$ cat src/rtl/io_stream_monitor.sv
// io_stream_monitor: multi-channel strobe capture into per-channel FIFOs, round-robin drained, with EOT/overflow/timeout flags.
// Define IO_STREAM_MONITOR_SIG_EN to build the 32-bit capture signature register on sig_o.
module io_stream_monitor #(
    parameter int NUM_CH = 2,
    parameter int DATA_W = 8,
    parameter int FIFO_DEPTH = 16,
    parameter logic [DATA_W-1:0] EOT_CHAR = DATA_W'(8'h04),
    parameter int TIMEOUT_CYCLES = 800000,
    parameter int CNT_W = 32,
    localparam int CH_W = NUM_CH > 1 ? $clog2(NUM_CH) : 1,
    localparam int PTR_W = $clog2(FIFO_DEPTH)
) (
    input  logic                     clock,
    input  logic                     reset,
    input  logic                     run_i,
    input  logic                     clear_i,
    input  logic [NUM_CH-1:0]        ch_en_i,
    input  logic [NUM_CH-1:0]        strobe_i,
    input  logic [NUM_CH*DATA_W-1:0] data_i,
    output logic                     out_valid_o,
    input  logic                     out_ready_i,
    output logic [CH_W-1:0]          out_ch_o,
    output logic [DATA_W-1:0]        out_data_o,
    output logic [NUM_CH-1:0]        done_o,
    output logic                     all_done_o,
    output logic [NUM_CH-1:0]        overflow_o,
    output logic                     timeout_o,
    output logic [31:0]              sig_o
);
    localparam logic [PTR_W:0] FULL = (PTR_W+1)'(FIFO_DEPTH);

    logic [NUM_CH-1:0] strobe_q, done_q, done_d, ovf_q, ovf_d, cap, we, pop;
    logic [PTR_W-1:0]  wr_q [NUM_CH], wr_d [NUM_CH], rd_q [NUM_CH], rd_d [NUM_CH];
    logic [PTR_W:0]    fill_q [NUM_CH], fill_d [NUM_CH];
    logic [DATA_W-1:0] mem_q [NUM_CH][FIFO_DEPTH];
    logic              out_valid_q, out_valid_d, timeout_q, timeout_d, all_done, found;
    logic [CH_W-1:0]   out_ch_q, out_ch_d, rr_q, rr_d, idx;
    logic [CH_W:0]     sum;
    logic [DATA_W-1:0] out_data_q, out_data_d;
    logic [CNT_W-1:0]  cnt_q, cnt_d;
`ifdef IO_STREAM_MONITOR_SIG_EN
    logic [31:0]       sig_q, sig_d;
`endif

    assign cap = strobe_i & ~strobe_q & ch_en_i;

    always_comb begin
        all_done = ~out_valid_q;
        for (int c = 0; c < NUM_CH; c++)
            if (!(done_q[c] | ~ch_en_i[c]) || fill_q[c] != '0) all_done = 1'b0;
    end

    always_comb begin
        out_valid_d = out_valid_q;
        out_ch_d    = out_ch_q;
        out_data_d  = out_data_q;
        rr_d        = rr_q;
        done_d      = done_q;
        ovf_d       = ovf_q;
        cnt_d       = cnt_q;
        timeout_d   = timeout_q;
        wr_d        = wr_q;
        rd_d        = rd_q;
        fill_d      = fill_q;
        pop         = '0;
        we          = '0;
        found       = 1'b0;
        sum         = '0;
        idx         = '0;
`ifdef IO_STREAM_MONITOR_SIG_EN
        sig_d       = sig_q;
`endif
        // Round-robin search starts at rr_ptr; only FIFOs non-empty before this cycle's writes qualify.
        if (~out_valid_q | out_ready_i) begin
            out_valid_d = 1'b0;
            for (int i = 0; i < NUM_CH; i++) begin
                sum = {1'b0, rr_q} + (CH_W+1)'(i);
                if (sum >= (CH_W+1)'(NUM_CH)) sum = sum - (CH_W+1)'(NUM_CH);
                idx = sum[CH_W-1:0];
                if (!found && fill_q[idx] != '0) begin
                    found       = 1'b1;
                    pop[idx]    = 1'b1;
                    out_valid_d = 1'b1;
                    out_ch_d    = idx;
                    out_data_d  = mem_q[idx][rd_q[idx]];
                    rr_d        = (idx == CH_W'(NUM_CH - 1)) ? '0 : idx + 1'b1;
                end
            end
        end
        for (int c = 0; c < NUM_CH; c++) begin
            we[c] = cap[c] & ((fill_q[c] != FULL) | pop[c]);
            if (cap[c] && data_i[c*DATA_W +: DATA_W] == EOT_CHAR) done_d[c] = 1'b1;
            if (cap[c] && !we[c]) ovf_d[c] = 1'b1;
            if (we[c]) wr_d[c] = wr_q[c] + 1'b1;
            if (pop[c]) rd_d[c] = rd_q[c] + 1'b1;
            fill_d[c] = fill_q[c] + (PTR_W+1)'(we[c]) - (PTR_W+1)'(pop[c]);
`ifdef IO_STREAM_MONITOR_SIG_EN
            if (we[c]) sig_d = {sig_d[30:0], sig_d[31]} ^ {8'(c), 24'(data_i[c*DATA_W +: DATA_W])};
`endif
        end
        if (run_i && !all_done && !timeout_q) begin
            if (cnt_q != '1) cnt_d = cnt_q + 1'b1;
            if (cnt_q == CNT_W'(TIMEOUT_CYCLES - 1)) timeout_d = 1'b1;
        end
        if (clear_i) begin
            out_valid_d = 1'b0;
            out_ch_d    = '0;
            out_data_d  = '0;
            rr_d        = rr_q;
            done_d      = '0;
            ovf_d       = '0;
            cnt_d       = '0;
            timeout_d   = 1'b0;
            we          = '0;
            wr_d        = '{default: '0};
            rd_d        = '{default: '0};
            fill_d      = '{default: '0};
`ifdef IO_STREAM_MONITOR_SIG_EN
            sig_d       = '0;
`endif
        end
    end

    always_ff @(posedge clock or posedge reset) begin
        if (reset) begin
            strobe_q    <= '0;
            out_valid_q <= 1'b0;
            out_ch_q    <= '0;
            out_data_q  <= '0;
            rr_q        <= '0;
            done_q      <= '0;
            ovf_q       <= '0;
            cnt_q       <= '0;
            timeout_q   <= 1'b0;
            wr_q        <= '{default: '0};
            rd_q        <= '{default: '0};
            fill_q      <= '{default: '0};
        end else begin
            strobe_q    <= strobe_i;
            out_valid_q <= out_valid_d;
            out_ch_q    <= out_ch_d;
            out_data_q  <= out_data_d;
            rr_q        <= rr_d;
            done_q      <= done_d;
            ovf_q       <= ovf_d;
            cnt_q       <= cnt_d;
            timeout_q   <= timeout_d;
            wr_q        <= wr_d;
            rd_q        <= rd_d;
            fill_q      <= fill_d;
        end
    end

    // Storage needs no reset: pointers and fill counts alone decide what is visible.
    always_ff @(posedge clock) begin
        for (int c = 0; c < NUM_CH; c++)
            if (we[c]) mem_q[c][wr_q[c]] <= data_i[c*DATA_W +: DATA_W];
    end

`ifdef IO_STREAM_MONITOR_SIG_EN
    always_ff @(posedge clock or posedge reset) begin
        if (reset) sig_q <= '0;
        else sig_q <= sig_d;
    end
    assign sig_o = sig_q;
`else
    assign sig_o = 32'h0;
`endif

    assign out_valid_o = out_valid_q;
    assign out_ch_o    = out_ch_q;
    assign out_data_o  = out_data_q;
    assign done_o      = done_q;
    assign all_done_o  = all_done;
    assign overflow_o  = ovf_q;
    assign timeout_o   = timeout_q;
endmodule

$ cat config.mk
export PLATFORM = sky130hd
export DESIGN_NAME = io_stream_monitor
export DESIGN_NICKNAME = d
export VERILOG_FILES = /design/src/rtl/io_stream_monitor.sv
export SDC_FILE = /design/constraint.sdc
export NUM_CORES = 1
export LEC_CHECK = 0
export ABC_AREA = 1
export ABC_CLOCK_PERIOD_IN_PS = 3100
export CAP_MARGIN = 15
export CORE_MARGIN = 1.5
export CORE_UTILIZATION = 45
export DETAILED_ROUTE_END_ITERATION = 6
export PLACE_DENSITY_LB_ADDON = 0.1
export RECOVER_POWER = 25
export REMOVE_ABC_BUFFERS = 1
export SETUP_SLACK_MARGIN = 0.2
export SLEW_MARGIN = 20
export SYNTH_ARGS = -nofsm -noshare
export SYNTH_HDL_FRONTEND = slang
export SYNTH_SLANG_ARGS = --single-unit
$ cat constraint.sdc
create_clock -name clock -period 3.1 [get_ports clock]
set_input_delay 0.465 -clock clock [delete_from_list [all_inputs] [get_ports clock]]
set_output_delay 0.465 -clock clock [all_outputs]
set_load 0.03 [all_outputs]
==> results of run 1 <==
[layout make-up]
type / count / area share, %
clock buffer: 48 / 5.004
clock inverter: 23 / 1.149
inverter: 131 / 2.358
multi-input combinational: 1814 / 37.52
sequential: 332 / 45.19
tap: 532 / 3.136
timing repair buffer: 136 / 5.647
[sequential cells by signal, summed over array words and instances, names as in the netlist]
signal / count
timeout_o: 1
strobe_q: 2
out_valid_o: 1
rr_q: 1
cnt_q: 32
fill_q: 10
overflow_o: 2
out_data_o: 8
mem_q: 256
out_ch_o: 1
done_o: 2
rd_q: 8
wr_q: 8
[critical path, stage by stage, from the launching register on]
cell     delay, ns
dfrtp_4       0.47
buf_4         0.14
buf_12        0.57
nand2_1       0.11
nand2_1       0.12
nand2_1       0.06
nand2_1       0.09
nand2_1       0.07
nand3_1       0.15
nand3_1       0.14
nand3_1       0.12
nand3_1       0.17
nand2_1       0.09
[metrics by stage]
step                TNS [ns]  util [%]  total power [mW]  hold WS [ns]  instance area, µm²
floorplan           -2125.56         -             9.808        0.4782               17990
global placement           0     48.34             13.25        0.4659               19870
detailed placement         0     48.34             13.32        0.4713               19870
CTS                        0     51.52             18.09        0.2946               21180
global route               0     51.64             19.32        0.4855               21230
finish                     0     51.64             18.20        0.4860               21230
[worst min-delay path by stage]
stage,start,endpoint,slack (ns),cells after the start
detailed placement,out_data_o[1]$_DFFE_PP0P_,out_data_o[1]$_DFFE_PP0P_,0.47,2
finish,out_data_o[4]$_DFFE_PP0P_,out_data_o[4]$_DFFE_PP0P_,0.49,2
global placement,out_data_o[1]$_DFFE_PP0P_,out_data_o[1]$_DFFE_PP0P_,0.47,2
floorplan,cnt_q[1]$_DFFE_PP0P_,cnt_q[1]$_DFFE_PP0P_,0.48,2
global route,strobe_i[1],strobe_q[1]$_DFF_PP0_,0.49,1
CTS,reset,cnt_q[21]$_DFFE_PP0P_,0.29,2
[report_power, final]
group / total, mW / switching (mW) / leakage, nW / internal [mW]
clock: 4.72 / 1.87 / 0.644 / 2.85
sequential: 5.12 / 0.156 / 3.33 / 4.96
combinational: 8.37 / 5.87 / 5.33 / 2.50
total: 18.2 / 7.89 / 9.30 / 10.3
[cell families (layout without fill, tap and decap cells)]
kind of cell,after synthesis,after routing,share of synthesized area [%]
other cells,1,32,0.01990
flops,332,332,50.88
compound gates,152,152,4.216
buf+inv,285,338,7.741
simple gates,1569,1569,33.73
xor+xnor,36,36,1.673
fa+ha+maj,25,25,1.740
[layer usage]
| metal | share of wire (%) | vias to the layer above | track usage (%) |
|---|---|---|---|
| met3 | 7.9 | 113 | 3.419 |
| met5 | 0 | - | 0 |
| met4 | 3.3 | 0 | 10.40 |
| met2 | 46 | 690 | 45.79 |
| li1 | - | 7796 | - |
| met1 | 42 | 7674 | 39.24 |
[Yosys cell counts (6+ instances only)]
master and n:
nand2_1 1161, edfxtp_1 256, nand3_1 231, o21ai_0 128
inv_1 123, nor2_1 116, dfrtp_1 76, buf_2 67
buf_4 41, ha_1 23, xor2_1 23, buf_6 20
clkbuf_1 20, nand4_1 20, nor3_1 16, xnor2_1 13
a21oi_1 12, nor4_1 10, o21ai_2 6
[timing repair]
| item | in CTS | in global routing |
|---|---|---|
| hold buffers | 0 | 0 |
| buffers inserted | 0 | 6 |
| endpoints found under the hold margin | 0 | 0 |
| resized for setup | 2 | 10 |
| setup endpoints to repair | 2 | 3 |
| pin swaps | 0 | 3 |
==> flow_metrics.tcl, run 1 <==
set metrics [dict create \
    die_x_um 207.6 \
    crit_type "reg2reg" \
    syn_area_mm2 0.01885 \
    grt_pass1_vias 15242 \
    clock_path_buffers 3 \
    hold_viol 0 \
    antenna_found_initial 0 \
    globalplace.congestion 0.8639 \
    relSlewSlack_pct -12.43 \
    drive_gt1_share_pct 7.327 \
    via_per_inst 5.396 \
    ant_nets 0 \
    layout_commonest_cell "nand2_1" \
    synth_ff_type "edfxtp_1" \
    min_path_type "reg2reg" \
    endpoint "out_data_o[1]$_DFFE_PP0P_" \
    r2r_setup_slack_ns 0.29 \
    max-cap-violations 2 \
    fill_cells 3927 \
    grt_pass1_wl_mm 92.34 \
    start_kind "flip-flop" \
    cts_tree "yes" \
    setup_viol_count_final 0 \
    clk_latency_ns 0.55 \
    path_max_fanout 257 \
    ys_ff_latch 332 \
    irDropWorstVdd_uv 1005 \
    reg2reg_depth 12 \
    required_ns 3.58 \
    arrival_ns 3.29 \
    drtIter0Drc 1688 \
    pre_cts_slack_ns 0.02538 \
    area_growth_pct 12.64 \
    ys_async_sr_fraction_pct 22.89 \
    layout.nets 2504 \
    violations "capacitance limit, slew limit" \
    num_antenna_cells 0 \
    wl_per_cell_um 20.17 \
    finalWorstSetupSlack_ns 0.2903 \
    rows 74 \
    cp-startpoint "rr_q$_DFFE_PP0P_" \
    rsz0062_at_grt "true" \
    ys_seq_area_share_pct 50.88 \
    powerDensity_mw_per_mm2 857.5 \
    die_area_mm2 0.04312 \
    path_clk_slew_ns 0.06 \
    synth_cells 2400 \
    wirelength_mm 60.82 \
    core-area_mm2 0.04111 \
    end_kind "flip-flop" \
    hpwl_mm 38.70 \
    drtPass1Iterations 5 \
    clkSinkCount 332 \
    synth_edf_count 256 \
    die_h_um 207.6 \
    portBuffers 40 \
    clock_skew_ns 0.01696 \
    fin_crit_sh_pct 90.64 \
    vias 16273 \
    ys_warn_count 0 \
    netlist_top_cells_area "edfxtp_1, nand2_1, dfrtp_1" \
    gr-usage-all-layers_pct 28.31 \
    outcome "finished, violations left" \
    multiInputGateArea_mm2 0.007964 \
    avgSynthCellArea_um2 7.852 \
    htree_num_levels 2 \
    dp_cells 2939 \
    synth_cell_types 37 \
    layout_common_cells "nand2_1, edfxtp_1, nand3_1, o21ai_0, inv_1" \
    p_leak_nw 9.303 \
    finalMaxSlewViolations 46 \
    io_pins 73 \
    r2r-end "out_data_o[1]$_DFFE_PP0P_" \
    cts_made_buffers 39 \
    tightest_slew_ns 1.677 \
    r2r-start "rr_q$_DFFE_PP0P_" \
    seq_area_mm2 0.009593 \
    grt_max_degree 259 \
    start_util_pct 45.84 \
    overflow 0 \
    finalNonFillerCells 3016 \
    synth_top_area_share_pct 40.79 \
    period_needed_ns 2.810 \
    post-route-drc-count 0 \
    yosysTopAreaCell "edfxtp_1" \
    clockRootBuffer "clkbuf_16" \
    fmax_mhz 355.9 \
]
(Power assumes the default switching activity.)
==> run 2: changes to the inputs <==
--- a/config.mk
+++ b/config.mk
@@ -15,7 +15,7 @@
 export RECOVER_POWER = 25
 export REMOVE_ABC_BUFFERS = 1
 export SETUP_SLACK_MARGIN = 0.2
-export SLEW_MARGIN = 20
+export SLEW_MARGIN = 40
 export SYNTH_ARGS = -nofsm -noshare
 export SYNTH_HDL_FRONTEND = slang
 export SYNTH_SLANG_ARGS = --single-unit
==> run 2 against run 1 <==
The run still ends with capacitance limit, slew limit left. Utilization rose by 0.25 points. First-iteration DRC count down 9.2%. Design area rose by 0.49%. Total power is 1.2% higher. Fmax is 4.0% higher. Routed wire length is 0.19% higher. Global-route usage about the same. Worst setup slack better by 0.11 ns. Sequential power hardly changed. Critical path depth up 7. Clock skew is 0.0045 ns higher.
==> flow_metrics.tcl, run 2 (synthesized netlist as in run 1, its figures left out) <==
set metrics [dict create \
    fmax_mhz 370.3 \
    wirelength_mm 60.93 \
    r2r-start "rr_q$_DFFE_PP0P_" \
    required_ns 3.51 \
    layout_commonest_cell "nand2_1" \
    antenna_found_initial 0 \
    overflow 0 \
    seq_area_mm2 0.009593 \
    p_leak_nw 9.335 \
    arrival_ns 3.11 \
    post-route-util_pct 51.89 \
    grtUsageMet2_pct 46.02 \
    relSlewSlack_pct -11.44 \
    start_util_pct 45.84 \
    cts_made_buffers 39 \
    fin_crit_sh_pct 87.12 \
    multiInputGateArea_mm2 0.007964 \
    layout_common_cells "nand2_1, edfxtp_1, nand3_1, o21ai_0, inv_1" \
    die_h_um 207.6 \
    rows 74 \
    violations "capacitance limit, slew limit" \
    crit_type "reg2reg" \
    drive_gt1_share_pct 7.401 \
    irDropWorstVdd_uv 817.6 \
    fill_cells 3921 \
    min-delay-start "out_data_o[4]$_DFFE_PP0P_" \
    drtIter0Drc 1533 \
    wl_per_cell_um 20.19 \
    ant_nets 0 \
    grt_max_degree 136 \
    min_to "out_data_o[4]$_DFFE_PP0P_" \
    finalWorstSetupSlack_ns 0.3993 \
    period_needed_ns 2.701 \
    cts_hold_buffers 0 \
    layout.nets 2506 \
    pre_cts_slack_ns 0.01870 \
    hold_viol 0 \
    end_kind "flip-flop" \
    powerDensity_mw_per_mm2 863.9 \
    vias 16227 \
    max-cap-violations 1 \
    clock_path_buffers 3 \
    start_kind "flip-flop" \
    core-area_mm2 0.04111 \
    gr-usage-all-layers_pct 28.30 \
    gr-max-usage-layer "met2" \
    die_x_um 207.6 \
    min_path_type "reg2reg" \
    die_area_mm2 0.04312 \
    path_clk_slew_ns 0.06 \
    r2r-end "fill_q[9]$_DFF_PP0_" \
    htree_num_levels 2 \
    clk_latency_ns 0.56 \
    drtPass1Iterations 6 \
    largest_reg_flops 256 \
    clkSinkCount 332 \
    rsz0062_at_grt "false" \
    grt_pass1_wl_mm 92.45 \
    outcome "finished, violations left" \
    portBuffers 40 \
    area_growth_pct 13.19 \
    io_pins 73 \
    path_max_fanout 8 \
    via_per_inst 5.377 \
    setup_viol_count_final 0 \
    globalplace.congestion 0.8639 \
    reg2reg_depth 19 \
    tightest_slew_ns 1.662 \
    num_antenna_cells 0 \
    grtUsageMet3_pct 3.207 \
    r2r_setup_slack_ns 0.40 \
    clockRootBuffer "clkbuf_16" \
    hpwl_mm 39.22 \
    clock_skew_ns 0.02146 \
    cts_tree "yes" \
    met1_usage_pct 39.42 \
    post-route-drc-count 0 \
    hold_depth 2 \
    grt_pass1_vias 15066 \
    finalMaxSlewViolations 29 \
]
-- run 2: changes by cell type in the layout (fill, tap and decap cells not counted), moves of 2 or more --
cell,delta
clkbuf_1,+7
clkinv_2,-7
clkinv_1,-4
clkbuf_8,+3
buf_16,+2
nor2_1,-2
nor2_2,+2
-- run 2: where the power goes --
part	leakage, nW	switching [mW]	internal [mW]
combinational	5.35	5.90	2.50
clock	0.658	1.89	3.03
sequential	3.33	0.157	4.96
total	9.33	7.94	10.5
-- run 2: worst max-delay path, stage by stage, from the launching register on --
cell,delay (ns)
dfrtp_4,0.51
inv_8,0.10
nand4_1,0.14
nand2_1,0.13
nand3_2,0.11
nand2_1,0.09
nand2_1,0.07
nand3_2,0.11
nand2_4,0.08
nand2_2,0.07
nand2_1,0.05
ha_2,0.18
fa_2,0.34
nand2_1,0.07
inv_1,0.04
nor2_1,0.08
nor2_1,0.05
nor2_1,0.12
xor2_1,0.16
nor2_1,0.06
-- run 2: worst max path at each step --
stage	start	end	slack [ns]
after floorplan	rr_q$_DFFE_PP0P_	fill_q[9]$_DFF_PP0_	-7.83
after CTS	rr_q$_DFFE_PP0P_	fill_q[4]$_DFF_PP0_	0.13
final	rr_q$_DFFE_PP0P_	fill_q[9]$_DFF_PP0_	0.40
after detailed placement	out_ready_i	fill_q[4]$_DFF_PP0_	0.02
after global placement	out_ready_i	fill_q[4]$_DFF_PP0_	0.08
after global routing	rr_q$_DFFE_PP0P_	fill_q[4]$_DFF_PP0_	0.21
-- run 2: final cells by class --
type	count	area share [%]
Tap cell	532	3.120
Clock buffer	57	5.279
Inverter	131	2.346
Clock inverter	14	1.091
Timing Repair Buffer	138	5.860
Multi-Input combinational cell	1814	37.33
Sequential cell	332	44.97
-- run 2: what timing repair did --
item                                    CTS  global route
endpoints found under the hold margin     0             0
endpoints found under the setup margin    2             4
gates resized for setup                   2            12
pin swaps                                 0             3
setup buffers                             0             6
-- run 2: per-layer routing --
layer  part of all wire [%]  wire length (µm)  vias to the layer above
met4                    3.2              1940                        0
li1                       -                 -                     7815
met2                     46             28140                      641
met3                    7.2              4400                      100
met1                     43             26460                     7671
met5                      0                 0                        -
-- run 2: metrics by stage --
stage               instance area, µm²  power, mW  hold WS, ns  instances   TNS, ns
floorplan                        17990      9.808       0.4782       2277  -2125.56
global placement                 19870      13.25       0.4659       2939         0
detailed placement               19930      13.37       0.4741       2941         0
CTS                              21290      18.29       0.3021       3012         0
global route                     21330      19.49       0.4943       3018         0
finish                           21330      18.43       0.4864       3018         0
